### src/rtl/uart_tx_arbiter.sv
`default_nettype none
// ============================================================================
// uart_tx_arbiter : two-requester round-robin arbiter driving one 8N1 UART TX
// Revision 1.0
// ============================================================================
module uart_tx_arbiter #(
    parameter int CLK_FREQ  = 100_000_000,
    parameter int BAUD_RATE = 9600,
    parameter int DATA_BITS = 8
) (
    input  logic                 sys_clk,
    input  logic                 reset,
    input  logic                 req0_valid,
    input  logic [DATA_BITS-1:0] req0_data,
    output logic                 req0_ready,
    input  logic                 req1_valid,
    input  logic [DATA_BITS-1:0] req1_data,
    output logic                 req1_ready,
    output logic                 tx,
    output logic                 busy,
    output logic                 grant_id,
    output logic                 frame_done
);

    localparam int          BIT_TICKS = CLK_FREQ / BAUD_RATE;
    localparam logic [15:0] LAST_TICK = 16'(BIT_TICKS - 1);
    localparam logic [2:0]  LAST_BIT  = 3'(DATA_BITS - 1);

    generate
        if (BIT_TICKS < 2 || BIT_TICKS > 65535) begin : g_bad_ticks
            $error("uart_tx_arbiter: CLK_FREQ/BAUD_RATE must be within 2..65535");
        end
        if (DATA_BITS < 5 || DATA_BITS > 8) begin : g_bad_bits
            $error("uart_tx_arbiter: DATA_BITS must be within 5..8");
        end
    endgenerate

    typedef enum logic [1:0] {
        S_IDLE  = 2'd0,
        S_START = 2'd1,
        S_DATA  = 2'd2,
        S_STOP  = 2'd3
    } state_e;

    state_e                state_q, state_d;
    logic [15:0]           cnt_q, cnt_d;
    logic [2:0]            idx_q, idx_d;
    logic [DATA_BITS-1:0]  shift_q, shift_d;
    logic                  last_q, last_d;
    logic                  grant_q, grant_d;
    logic                  tx_q, tx_d;
    logic                  done_q, done_d;
    logic                  tick;
    logic                  win;

    assign tick = (cnt_q == LAST_TICK);
    // Contention goes to whoever did not own the previous frame.
    assign win  = (req0_valid && req1_valid) ? ~last_q : req1_valid;

    always_ff @(posedge sys_clk or negedge reset) begin
        if (!reset) begin
            state_q <= S_IDLE;
            cnt_q   <= '0;
            idx_q   <= '0;
            shift_q <= '0;
            last_q  <= 1'b1;
            grant_q <= 1'b0;
            tx_q    <= 1'b1;
            done_q  <= 1'b0;
        end else begin
            state_q <= state_d;
            cnt_q   <= cnt_d;
            idx_q   <= idx_d;
            shift_q <= shift_d;
            last_q  <= last_d;
            grant_q <= grant_d;
            tx_q    <= tx_d;
            done_q  <= done_d;
        end
    end

    always_comb begin
        state_d    = state_q;
        idx_d      = idx_q;
        shift_d    = shift_q;
        last_d     = last_q;
        grant_d    = grant_q;
        done_d     = 1'b0;
        req0_ready = 1'b0;
        req1_ready = 1'b0;
        cnt_d      = (state_q == S_IDLE || tick) ? 16'd0 : cnt_q + 16'd1;

        case (state_q)
            S_IDLE: begin
                req0_ready = reset & req0_valid & ~win;
                req1_ready = reset & req1_valid & win;
                if (req0_ready || req1_ready) begin
                    shift_d = win ? req1_data : req0_data;
                    last_d  = win;
                    grant_d = win;
                    idx_d   = 3'd0;
                    state_d = S_START;
                end
            end
            S_START: begin
                if (tick) state_d = S_DATA;
            end
            S_DATA: begin
                if (tick) begin
                    if (idx_q == LAST_BIT) begin
                        state_d = S_STOP;
                    end else begin
                        idx_d   = idx_q + 3'd1;
                        shift_d = shift_q >> 1;
                    end
                end
            end
            S_STOP: begin
                if (tick) begin
                    done_d  = 1'b1;
                    state_d = S_IDLE;
                end
            end
            default: state_d = S_IDLE;
        endcase

        // Line level is registered from the upcoming state so it lines up with it.
        tx_d = 1'b1;
        if (state_d == S_START) begin
            tx_d = 1'b0;
        end else if (state_d == S_DATA) begin
            tx_d = shift_d[0];
        end
    end

    assign tx         = tx_q;
    assign busy       = (state_q != S_IDLE);
    assign grant_id   = grant_q;
    assign frame_done = done_q;

endmodule
`default_nettype wire

### config.mk
export PLATFORM = sky130hd
export DESIGN_NAME = uart_tx_arbiter
export DESIGN_NICKNAME = d
export VERILOG_FILES = /design/src/rtl/uart_tx_arbiter.sv
export SDC_FILE = /design/constraint.sdc
export NUM_CORES = 1
export LEC_CHECK = 0
export ABC_AREA = 1
export BUFFER_PORTS_ARGS = -buffer_cell sky130_fd_sc_hd__buf_2
export CORE_MARGIN = 3
export CORE_UTILIZATION = 50
export DETAILED_ROUTE_END_ITERATION = 10
export PLACE_DENSITY = 0.71
export SLEW_MARGIN = 10
export SYNTH_ARGS = -nofsm -noshare
export SYNTH_HDL_FRONTEND = slang
export SYNTH_SLANG_ARGS = --single-unit
### constraint.sdc
create_clock -name sys_clk -period 2.02 [get_ports sys_clk]
set_input_delay 0.101 -clock sys_clk [delete_from_list [all_inputs] [get_ports sys_clk]]
set_output_delay 0.101 -clock sys_clk [all_outputs]
set_load 0.01 [all_outputs]
======== Yosys cells after proc, flatten, opt, wreduce, memory -nomap -nowiden ========
Cells that the tools add are included.
operators by class
  add/sub/neg operators ................... 2
  equality and inequality tests ........... 10
  muxes and demuxes ....................... 23
  bitwise gates (word level) .............. 6
  reductions and logical operators ........ 8
operator list
  cell                                             count
  2-to-1 mux 8 bit                                 4
  adder 16 x 1 -> 16 bit, second input constant    1
  == test 16 x 14 -> 1 bit, second input constant  1
  2-to-1 mux 16 bit                                1
  one-hot mux 8 bit (2 select lines)               1
  2-to-1 mux 2 bit                                 5
  2-to-1 mux 3 bit                                 3
  one-hot mux 2 bit (4 select lines)               1
  2-to-1 mux 1 bit                                 7
  == test 2 bit, second input constant             3
  one-hot mux 3 bit (2 select lines)               1
  bitwise AND 1 bit                                4
  == test 2 x 1 -> 1 bit, second input constant    2
  != test 2 bit, second input constant             2
  AND reduction 4 bit                              1
  nonzero test 2 bit                               2
  adder 3 x 1 -> 3 bit, second input constant      1
  == test 3 bit, second input constant             1
  logical NOT 2 bit                                1
  logical OR 1 bit                                 2
  != test 2 x 1 -> 1 bit, second input constant    1
  inverter 1 bit                                   2
  AND reduction 2 bit                              1
  logical AND 1 bit                                1
word-level totals
  bits in registers ....................... 33
  word-level logic and storage cells ...... 58

======== Longest topological paths before layout ========
  depth in word-level cells ............... 10
  depth in mapped cells ................... 11
  mapped depth without buffers ............ 11

======== Worst setup path after synthesis ========
Ideal clock, no wire load.
  path type ............................... flip-flop to flip-flop
  from .................................... reg cnt_q[0]
  to ...................................... reg shift_q[7]
  library setup time ...................... 121 ps
  data arrival time ....................... 1370 ps
  slack ................................... 529 ps
  cell stages (with the launch flop) ...... 9
  buffers on the path ..................... 0
  cells stage by stage .................... dfrtp_1 > ha_1 > nand3_1 > nor2_2 > nand2_2 > nor2_4 > o211ai_4 > nand2_1 > nand2_1
between the ends
  cells in the longest elaborated chain, start to end .. 3
RTL lines
  what                                  RTL line  RTL
  start, declared                       46        logic [15:0] cnt_q, cnt_d;
  start signal, assigned                72        cnt_q <= cnt_d;
  == test 16 x 14 -> 1 bit              56        assign tick = (cnt_q == LAST_TICK);
  != test 2 bit (no source line)        -
  AND reduction 4 bit (no source line)  -
  end signal, assigned                  74        shift_q <= shift_d;
  end, declared                         48        logic [DATA_BITS-1:0] shift_q, shift_d;
Every way passes these cells.
A chain may end at the register's enable or synchronous reset.

======== Worst setup path in the final report ========
  from .................................... reg cnt_q[0]
  to ...................................... reg shift_q[4]
The elaborated chain is that of the path after synthesis.

==> results.sh <==
export IMPL_synth_seq_cells=33
export IMPL_wl_per_cell_um=11.4
export IMPL_antenna_found_initial=0
export IMPL_syn_inst=251
export IMPL_cts_setup_buffers=0
export IMPL_worst_setup_path_start_kind="flip-flop"
export IMPL_clk_path_buf_depth=2
export IMPL_drv_cap=0
export IMPL_crit_family="simple AND/OR/NAND/NOR gates"
export IMPL_die_area_sq_um=4680
export IMPL_grt_pass1_wl_um=6890
export IMPL_crit_type="reg -> reg"
export IMPL_use_met3_pct=5.42
export IMPL_rows=22
export IMPL_cts_tree="done"
export IMPL_ir_worst_vdd_mv=0.367
export IMPL_final_nets=304
export IMPL_grt_max_degree=32
export IMPL_drv_slew=0
export IMPL_synthDistinctLibCells=27
export IMPL_r2r_setup_slack_ns=0.38
export IMPL_syn_area_sq_um=1950
export IMPL_start_util_pct=52.4
export IMPL_cts_resized=0
export IMPL_clkTransAtPathRegs_ns=0.07
export IMPL_ys_warn_count=0
export IMPL_mostFrequentLayoutCells="62 x nand2_1, 31 x dfrtp_1, 27 x inv_1, 25 x buf_2, 23 x nor2_1"
export IMPL_crit_path_end_kind="flip-flop"
export IMPL_whs_ns=0.0628
export IMPL_ys_seq_area_share_pct=42.6
export IMPL_status="complete, no violations"
export IMPL_antenna_cells=0
export IMPL_p_per_area_nw_per_um2=530
export IMPL_critPathMostFrequentCell="nand2_1"
export IMPL_finalCriticalPeriod_ns=1.64
export IMPL_cts_buffers=5
export IMPL_p_leak_uw=0.00103
export IMPL_gp_congestion=0.819
export IMPL_period_share_pct=81.4
export IMPL_coreArea_sq_um=3720
export IMPL_postCtsHoldBufs=1
export IMPL_drive_above_1_share_pct=24.5
export IMPL_worst_path_buf_inv=0
export IMPL_first_iter_violations=83
export IMPL_cp_required_ns=2.19
export IMPL_clockRootBuffer="clkbuf_8"
export IMPL_drt_pre_antenna_iters=4
export IMPL_vias=1642
export IMPL_globalRouteMet2Util_pct=28.0
export IMPL_busiest_layer="met1"
export IMPL_arrival_ns=1.81
export IMPL_crit_fanout=10
export IMPL_clock_latency_ns=0.28
export IMPL_rsz0062_at_grt="no"
export IMPL_ios=26
export IMPL_relSlewSlack_pct=74.5
export IMPL_drc=0
export IMPL_syn_area_per_cell_sq_um=7.75
export IMPL_synth_fp_nets=274
export IMPL_fp_dieW_um=68.4
export IMPL_routed_wirelength_um=3750
export IMPL_critPathMaxStageDelay_ns=0.39
export IMPL_max_freq_mhz=608
export IMPL_grt_overflow=0
export IMPL_numPortBuffers=25
export IMPL_slowest_stage="dfrtp_1"
export IMPL_htree_levels=2
export IMPL_grt_pass1_vias=1552
export IMPL_hold_viol=0
export IMPL_final_setup_tns_ns=0
export IMPL_tightest_slew_ns=0.383
export IMPL_fp_dieH_um=68.4
export IMPL_crit_chain="ha_1, nand3_1, nor2_2, nand2_2, nor2_4, o211ai_4, nand2_1, nand2_1"
export IMPL_skew_ns=0.00278
export IMPL_setup_viol=0
export IMPL_grt_use_total_pct=19.8
export IMPL_use_met1_pct=28.9
export IMPL_hold_class="in -> reg"
export IMPL_ant_nets=0
export IMPL_hpwl_um=2910
export IMPL_syn2layout_area_growth_pct=13.6
export IMPL_cts_num_sinks=33
export IMPL_layout_commonest_cell="nand2_1"
export IMPL_via_per_inst=4.98
through the flow:
stage                     instances  cell area, sq um  setup WS (ns)  power, uW  util (%)
after floorplan                 251              1950          0.529        685         -
after global placement          321              2120          0.431        719      57.0
after detailed placement        321              2120          0.371        719      57.0
after CTS                       330              2210          0.362       1190      59.5
after global routing            330              2210          0.196       1230      59.5
final                           330              2210          0.376       1170      59.5
synthesized netlist by cell type:
library cell	instances	area (sq um)
ha_1	3	37.5
inv_2	5	18.8
nand3b_1	2	15.0
nor2_4	7	78.8
nor4_1	2	12.5
nor3_1	5	25.0
o21ai_0	8	40.0
dfrtp_1	31	776
xnor2_1	1	8.76
clkinv_1	1	3.75
buf_4	1	7.51
o211ai_4	1	21.3
a31oi_1	1	6.26
nand3_1	13	65.1
o21ai_1	6	30.0
nand2_2	5	31.3
xor2_1	4	35.0
nand4_1	6	37.5
dfstp_2	2	52.6
nand2_1	62	233
nor3b_1	4	30.0
buf_2	4	20.0
a21oi_1	12	60.1
nor2_1	23	86.3
nor2_2	10	62.6
inv_1	27	101
nand3_2	5	50.1
cell type report:
class | instances | area (sq um)
Clock buffer | 6 | 72.6
Sequential cell | 33 | 828
Inverter | 33 | 124
Multi-Input combinational cell | 180 | 966
Fill cell | 353 | 1510
Timing Repair Buffer | 28 | 150
Clock inverter | 2 | 10.0
Tap cell | 48 | 60.1
metal layers:
| layer | vias up | wire length, um |
|---|---|---|
| li1 | 861 | - |
| met1 | 756 | 2040 |
| met2 | 21 | 1560 |
| met3 | 4 | 121 |
| met4 | 0 | 33 |
| met5 | - | 0 |
flip-flops by register name, indices dropped and copies added (netlist names):
| name | flops |
|---|---|
| tx | 1 |
| cnt_q | 16 |
| frame_done | 1 |
| grant_id | 1 |
| shift_q | 8 |
| state_q | 2 |
| last_q | 1 |
| idx_q | 3 |
worst paths after layout:
| path | start | end | cells after the start |
|---|---|---|---|
| max | cnt_q[0]$_DFF_PN0_ | shift_q[4]$_DFFE_PN0P_ | 8 |
| min | req1_data[7] | shift_q[7]$_DFFE_PN0P_ | 3 |
| max reg2reg | cnt_q[0]$_DFF_PN0_ | shift_q[4]$_DFFE_PN0P_ | 8 |
| min reg2reg | last_q$_DFFE_PN1P_ | last_q$_DFFE_PN1P_ | 2 |
| max in group asynchronous | reset | tx$_DFF_PN1_ | 3 |
| min in group asynchronous | reset | grant_id$_DFFE_PN0P_ | 2 |
report_power, final:
part / switching (uW) / internal, uW
logic: 26.6 / 19.2
clock network: 226 / 238
registers: 0 / 661
total: 253 / 919
logic make-up after synthesis:
group	count (synthesis)	synth area share, %
flip-flops	33	42.6
XOR/XNOR	5	2.25
buffers and inverters	38	7.78
adder cells (fa/ha/maj)	3	1.93
AO/OA/AOI/OAI	28	8.10
AND/OR/NAND/NOR	144	37.4
tightest hold or removal path, stage by stage:
cell and delay (ns):
buf_2 0.07, o21ai_0 0.07, nand2_1 0.06
No activity file was read; power rests on OpenSTA's default activity.
